[src/rtl/enc4to2_rr.sv]
// Registered 4-to-2 encoder with round-robin (or fixed) priority.
// Holds the granted index until acknowledged; back-to-back grants have no bubble.
module enc4to2_rr #(
    parameter bit ROUND_ROBIN = 1'b1
) (
    input  logic       Clock,
    input  logic       Reset,
    input  logic [0:3] Y,
    input  logic       Ack,
    output logic [1:0] W,
    output logic       En,
    output logic       Multi,
    output logic [1:0] Ptr
);

    localparam int unsigned IDX_W = 2;
    localparam int unsigned N_REQ = 4;

    typedef enum logic {
        IDLE = 1'b0,
        HOLD = 1'b1
    } state_t;

    state_t           state_q, state_d;
    logic [IDX_W-1:0] w_d, ptr_d, scan_ptr;
    logic             en_d, multi_d, capture;

    // First asserted request scanning upward from p with 2-bit wrap.
    function automatic logic [IDX_W-1:0] sel(input logic [0:N_REQ-1] y,
                                             input logic [IDX_W-1:0] p);
        logic [IDX_W-1:0] idx;
        sel = p;
        for (int k = N_REQ - 1; k >= 0; k--) begin
            idx = p + IDX_W'(k);
            if (y[idx]) sel = idx;
        end
    endfunction

    always_comb begin
        state_d  = state_q;
        w_d      = W;
        en_d     = En;
        multi_d  = Multi;
        ptr_d    = Ptr;
        scan_ptr = ROUND_ROBIN ? Ptr : IDX_W'(0);
        capture  = 1'b0;

        case (state_q)
            IDLE: begin
                if (|Y) capture = 1'b1;
            end
            HOLD: begin
                if (Ack) begin
                    // The acknowledged grant moves the pointer and the same edge rescans from it.
                    if (ROUND_ROBIN) begin
                        ptr_d    = W + IDX_W'(1);
                        scan_ptr = W + IDX_W'(1);
                    end
                    if (|Y) begin
                        capture = 1'b1;
                    end else begin
                        state_d = IDLE;
                        en_d    = 1'b0;
                    end
                end
            end
            default: state_d = IDLE;
        endcase

        if (capture) begin
            w_d     = sel(Y, scan_ptr);
            en_d    = 1'b1;
            multi_d = ($countones(Y) > 1);
            state_d = HOLD;
        end
    end

    always_ff @(posedge Clock or posedge Reset) begin
        if (Reset) begin
            state_q <= IDLE;
            W       <= '0;
            En      <= 1'b0;
            Multi   <= 1'b0;
            Ptr     <= '0;
        end else begin
            state_q <= state_d;
            W       <= w_d;
            En      <= en_d;
            Multi   <= multi_d;
            Ptr     <= ptr_d;
        end
    end

endmodule

[config.mk]
export PLATFORM = sky130hd
export DESIGN_NAME = enc4to2_rr
export DESIGN_NICKNAME = d
export VERILOG_FILES = /design/src/rtl/enc4to2_rr.sv
export SDC_FILE = /design/constraint.sdc
export NUM_CORES = 1
export LEC_CHECK = 0
export ABC_AREA = 0
export CORE_MARGIN = 5
export CORE_UTILIZATION = 40
export DETAILED_ROUTE_END_ITERATION = 8
export PLACE_DENSITY = 0.66
export RECOVER_POWER = 50
export SYNTH_ARGS = -nofsm -noshare
export SYNTH_HDL_FRONTEND = slang
export SYNTH_SLANG_ARGS = --single-unit
[constraint.sdc]
create_clock -name Clock -period 2.8 [get_ports Clock]
set_clock_uncertainty 0.15 [all_clocks]
set_input_delay 0.56 -clock Clock [delete_from_list [all_inputs] [get_ports Clock]]
set_output_delay 0.56 -clock Clock [all_outputs]
set_load 0.01 [all_outputs]
==> out/qor.yml <==
outcome:
  status: "complete, no violations"
yosys:
  synth.avg_cell_area_um2: 9.40
  async_reset_ff_frac: 1.00
  syn_inst: 62
  synth_warnings: 0
  netlist-cell-type-count: 33
  netlist_area_um2: 583
  ys_seq_elements: 7
  synthFlopType: "dfrtp_1"
  ys_seq_area_frac: 0.300
  synth_nets: 71
  yosys.area.top_type_share: 0.300
  synth_top_area_cell: "dfrtp_1"
  synth_edf_count: 0
  yosys-top-cells-area: "dfrtp_1 (30%), nand2_1 (5.8%), a211oi_2 (4.3%), buf_6 (3.9%), inv_1 (3.9%)"
timing:
  drv_slew: 0
  finalCriticalPeriod_ns: 2.22
  period_share: 0.793
  max_slew_margin: 0.806
  hold_viol: 0
  max_freq_ghz: 0.450
  tns_ns: 0
  worst_pin_slew_ns: 0.291
  hold-worst-slack_ns: 0.315
  finalSetupViolations: 0
  rsz0062_at_grt: "no"
clocking:
  cts_tree: "done"
  cts_buffers: 3
  clk_latency_ns: 0.25
  postCtsHoldBufs: 0
  clock_path_buffers: 2
  ctsResizeCount: 0
  cts_setup_buffers: 0
  clkTransAtPathRegs_ns: 0.06
  clockRootBuffer: "clkbuf_4"
  htree_levels: 1
  clock_sink_count: 7
detailed_routing:
  final_antenna_net_count: 0
  routed_wl_mm: 1.35
  drc_errors: 0
  num_vias: 537
  first_pass_iters: 4
  wl_per_cell_um: 14.7
  viasPerCell: 5.84
  drtIter0Drc: 17
finish:
  fin_nets: 87
  multiInputGateArea_um2: 363
  fillers: 122
  drive_gt1_frac: 0.130
  area_growth_syn_to_layout_pct: 25.8
  final_util: 0.550
  seqCellArea_um2: 175
  diodes: 0
grt:
  grt_overflow: 0
  grt_max_degree: 10
  antenna_found_initial: 0
  grt_pass1_wl_mm: 2.11
  grt_usage: 0.135
  grt_pass1_vias: 467
power:
  p_seq_frac: 0.335
  vdd_drop_max_v: 0.000203
  combPwrFrac: 0.474
  p_clk_frac: 0.192
  power_leakage_nw: 0.309
  p_int_uw: 305
  switchingPower_uw: 184
  switching_share: 0.376
  power.density_nw_per_um2: 666
critical_path:
  path_delay_family: "buffers and inverters"
  r2r_slack_ns: 1.15
  reg2reg_depth: 4
  r2r-start: "state_q"
  max_stage_delay_ns: 0.49
  path_max_fanout: 6
  worst-path-buf-inv: 2
  cp_cell_sequence: "clkdlybuf4s50_1 -> inv_1 -> ha_1 -> or3b_1 -> and2_1 -> o311ai_2 -> o211ai_1"
  required_ns: 2.77
  setup.worst_path.start_class: "input pin"
  arrival_ns: 2.19
  critPathCaptureType: "flip-flop"
  r2r_end: "W[0]"
  worstSetupPathType: "input pin to flip-flop"
  cp_slowest_cell: "clkdlybuf4s50_1"
hold_path:
  hold_class: "flip-flop to flip-flop"
  holdPathStages: 2
  min_to: "Multi"
  worstHoldStart: "Multi"
place:
  gp_congestion: 0.822
  dp_hpwl_mm: 1.07
  io_buffer_count: 12
floorplanning:
  die_height_um: 48.2
  dieArea_um2: 2320
  start_util: 0.437
  die_width_um: 48.2
  core_um2: 1330
  ioPinCount: 13
  core.rowCount: 13
flow_run:
  maxCapViolCount: 0
power groups by stage:
stage	clock network [mW]	logic, mW	registers, mW
finish	0.0935	0.231	0.163
global route	0.0992	0.247	0.169
CTS	0.0952	0.231	0.163
detailed placement	0	0.229	0.165
global placement	0	0.233	0.167
floorplan	0	0.131	0.170
Yosys cell counts, types with 2 or more instances:
master and instances:
a211oi_2 2, inv_1 6, nand2_1 9, buf_6 2, and2_1 2, o21ai_0 3, dfrtp_1 7, o211ai_1 3
nor2_1 2, nand2b_1 2, a21oi_1 2
state kept, by name (all words and copies together), names as in the netlist:
register and flops:
state_q 1, En 1, W 2, Multi 1, Ptr 2
cells in the final DEF, fill, tap and decap left out, drive strengths merged, types with 2 or more instances in the layout:
cell | Yosys | final
o21ai | 3 | 3
clkdlybuf4s50 | 0 | 10
clkbuf | 0 | 4
a21oi | 2 | 2
dlygate4sd3 | 0 | 2
nor2 | 2 | 2
nand2b | 2 | 2
inv | 6 | 6
and2 | 2 | 2
a211oi | 3 | 3
nand2 | 9 | 9
dfrtp | 7 | 7
o211ai | 3 | 3
final cells by class:
class	count	area share
Multi-Input combinational cell	47	0.495
Sequential cell	7	0.239
Timing Repair Buffer	13	0.174
Clock buffer	4	0.0358
Inverter	6	0.0307
Tap cell	15	0.0256
cells by family (layout without fill, tap and decap cells):
group	after synthesis	after routing	synth area share
DFF	7	7	0.300
xor gates and xnor gates	1	1	0.0279
buffers and inverters	8	23	0.0772
adders and majority gates	2	2	0.0558
AOI/OAI and AO/OA	22	22	0.326
and+or+nand+nor	22	22	0.212
per-stage QoR:
| stage | instance area (um^2) | cells | setup slack [ns] | power, mW |
|---|---|---|---|---|
| 2_1_floorplan | 583 | 62 | 0.947 | 0.301 |
| 3_3_place_gp | 707 | 88 | 0.340 | 0.399 |
| 3_5_place_dp | 707 | 88 | 0.330 | 0.395 |
| 4_1_cts | 733 | 92 | 0.588 | 0.490 |
| 5_1_grt | 733 | 92 | 0.469 | 0.515 |
| 6_report | 733 | 92 | 0.579 | 0.488 |
how the worst max path moves through the flow:
stage	start	end	slack, ns	cells past startpoint
floorplan	Y[3]	W[1]	0.95	6
global placement	Y[2]	W[1]	0.34	7
detailed placement	Y[2]	W[1]	0.33	7
CTS	Y[2]	W[1]	0.59	7
global route	Y[2]	W[1]	0.47	7
finish	Y[2]	W[1]	0.58	7
layer usage:
| layer | up-vias | GRT usage | wire length (um) |
|---|---|---|---|
| li1 | 262 | - | - |
| met1 | 255 | 0.173 | 589 |
| met2 | 16 | 0.211 | 653 |
| met3 | 4 | 0.0332 | 76 |
| met4 | 0 | 0.0645 | 29 |
| met5 | - | 0 | 0 |
worst min-delay path, stage by stage (launching register included):
cell	delay (ns)
dfrtp_1	0.33
nand2_1	0.05
nand2_1	0.05
(Power assumes the default switching activity.)
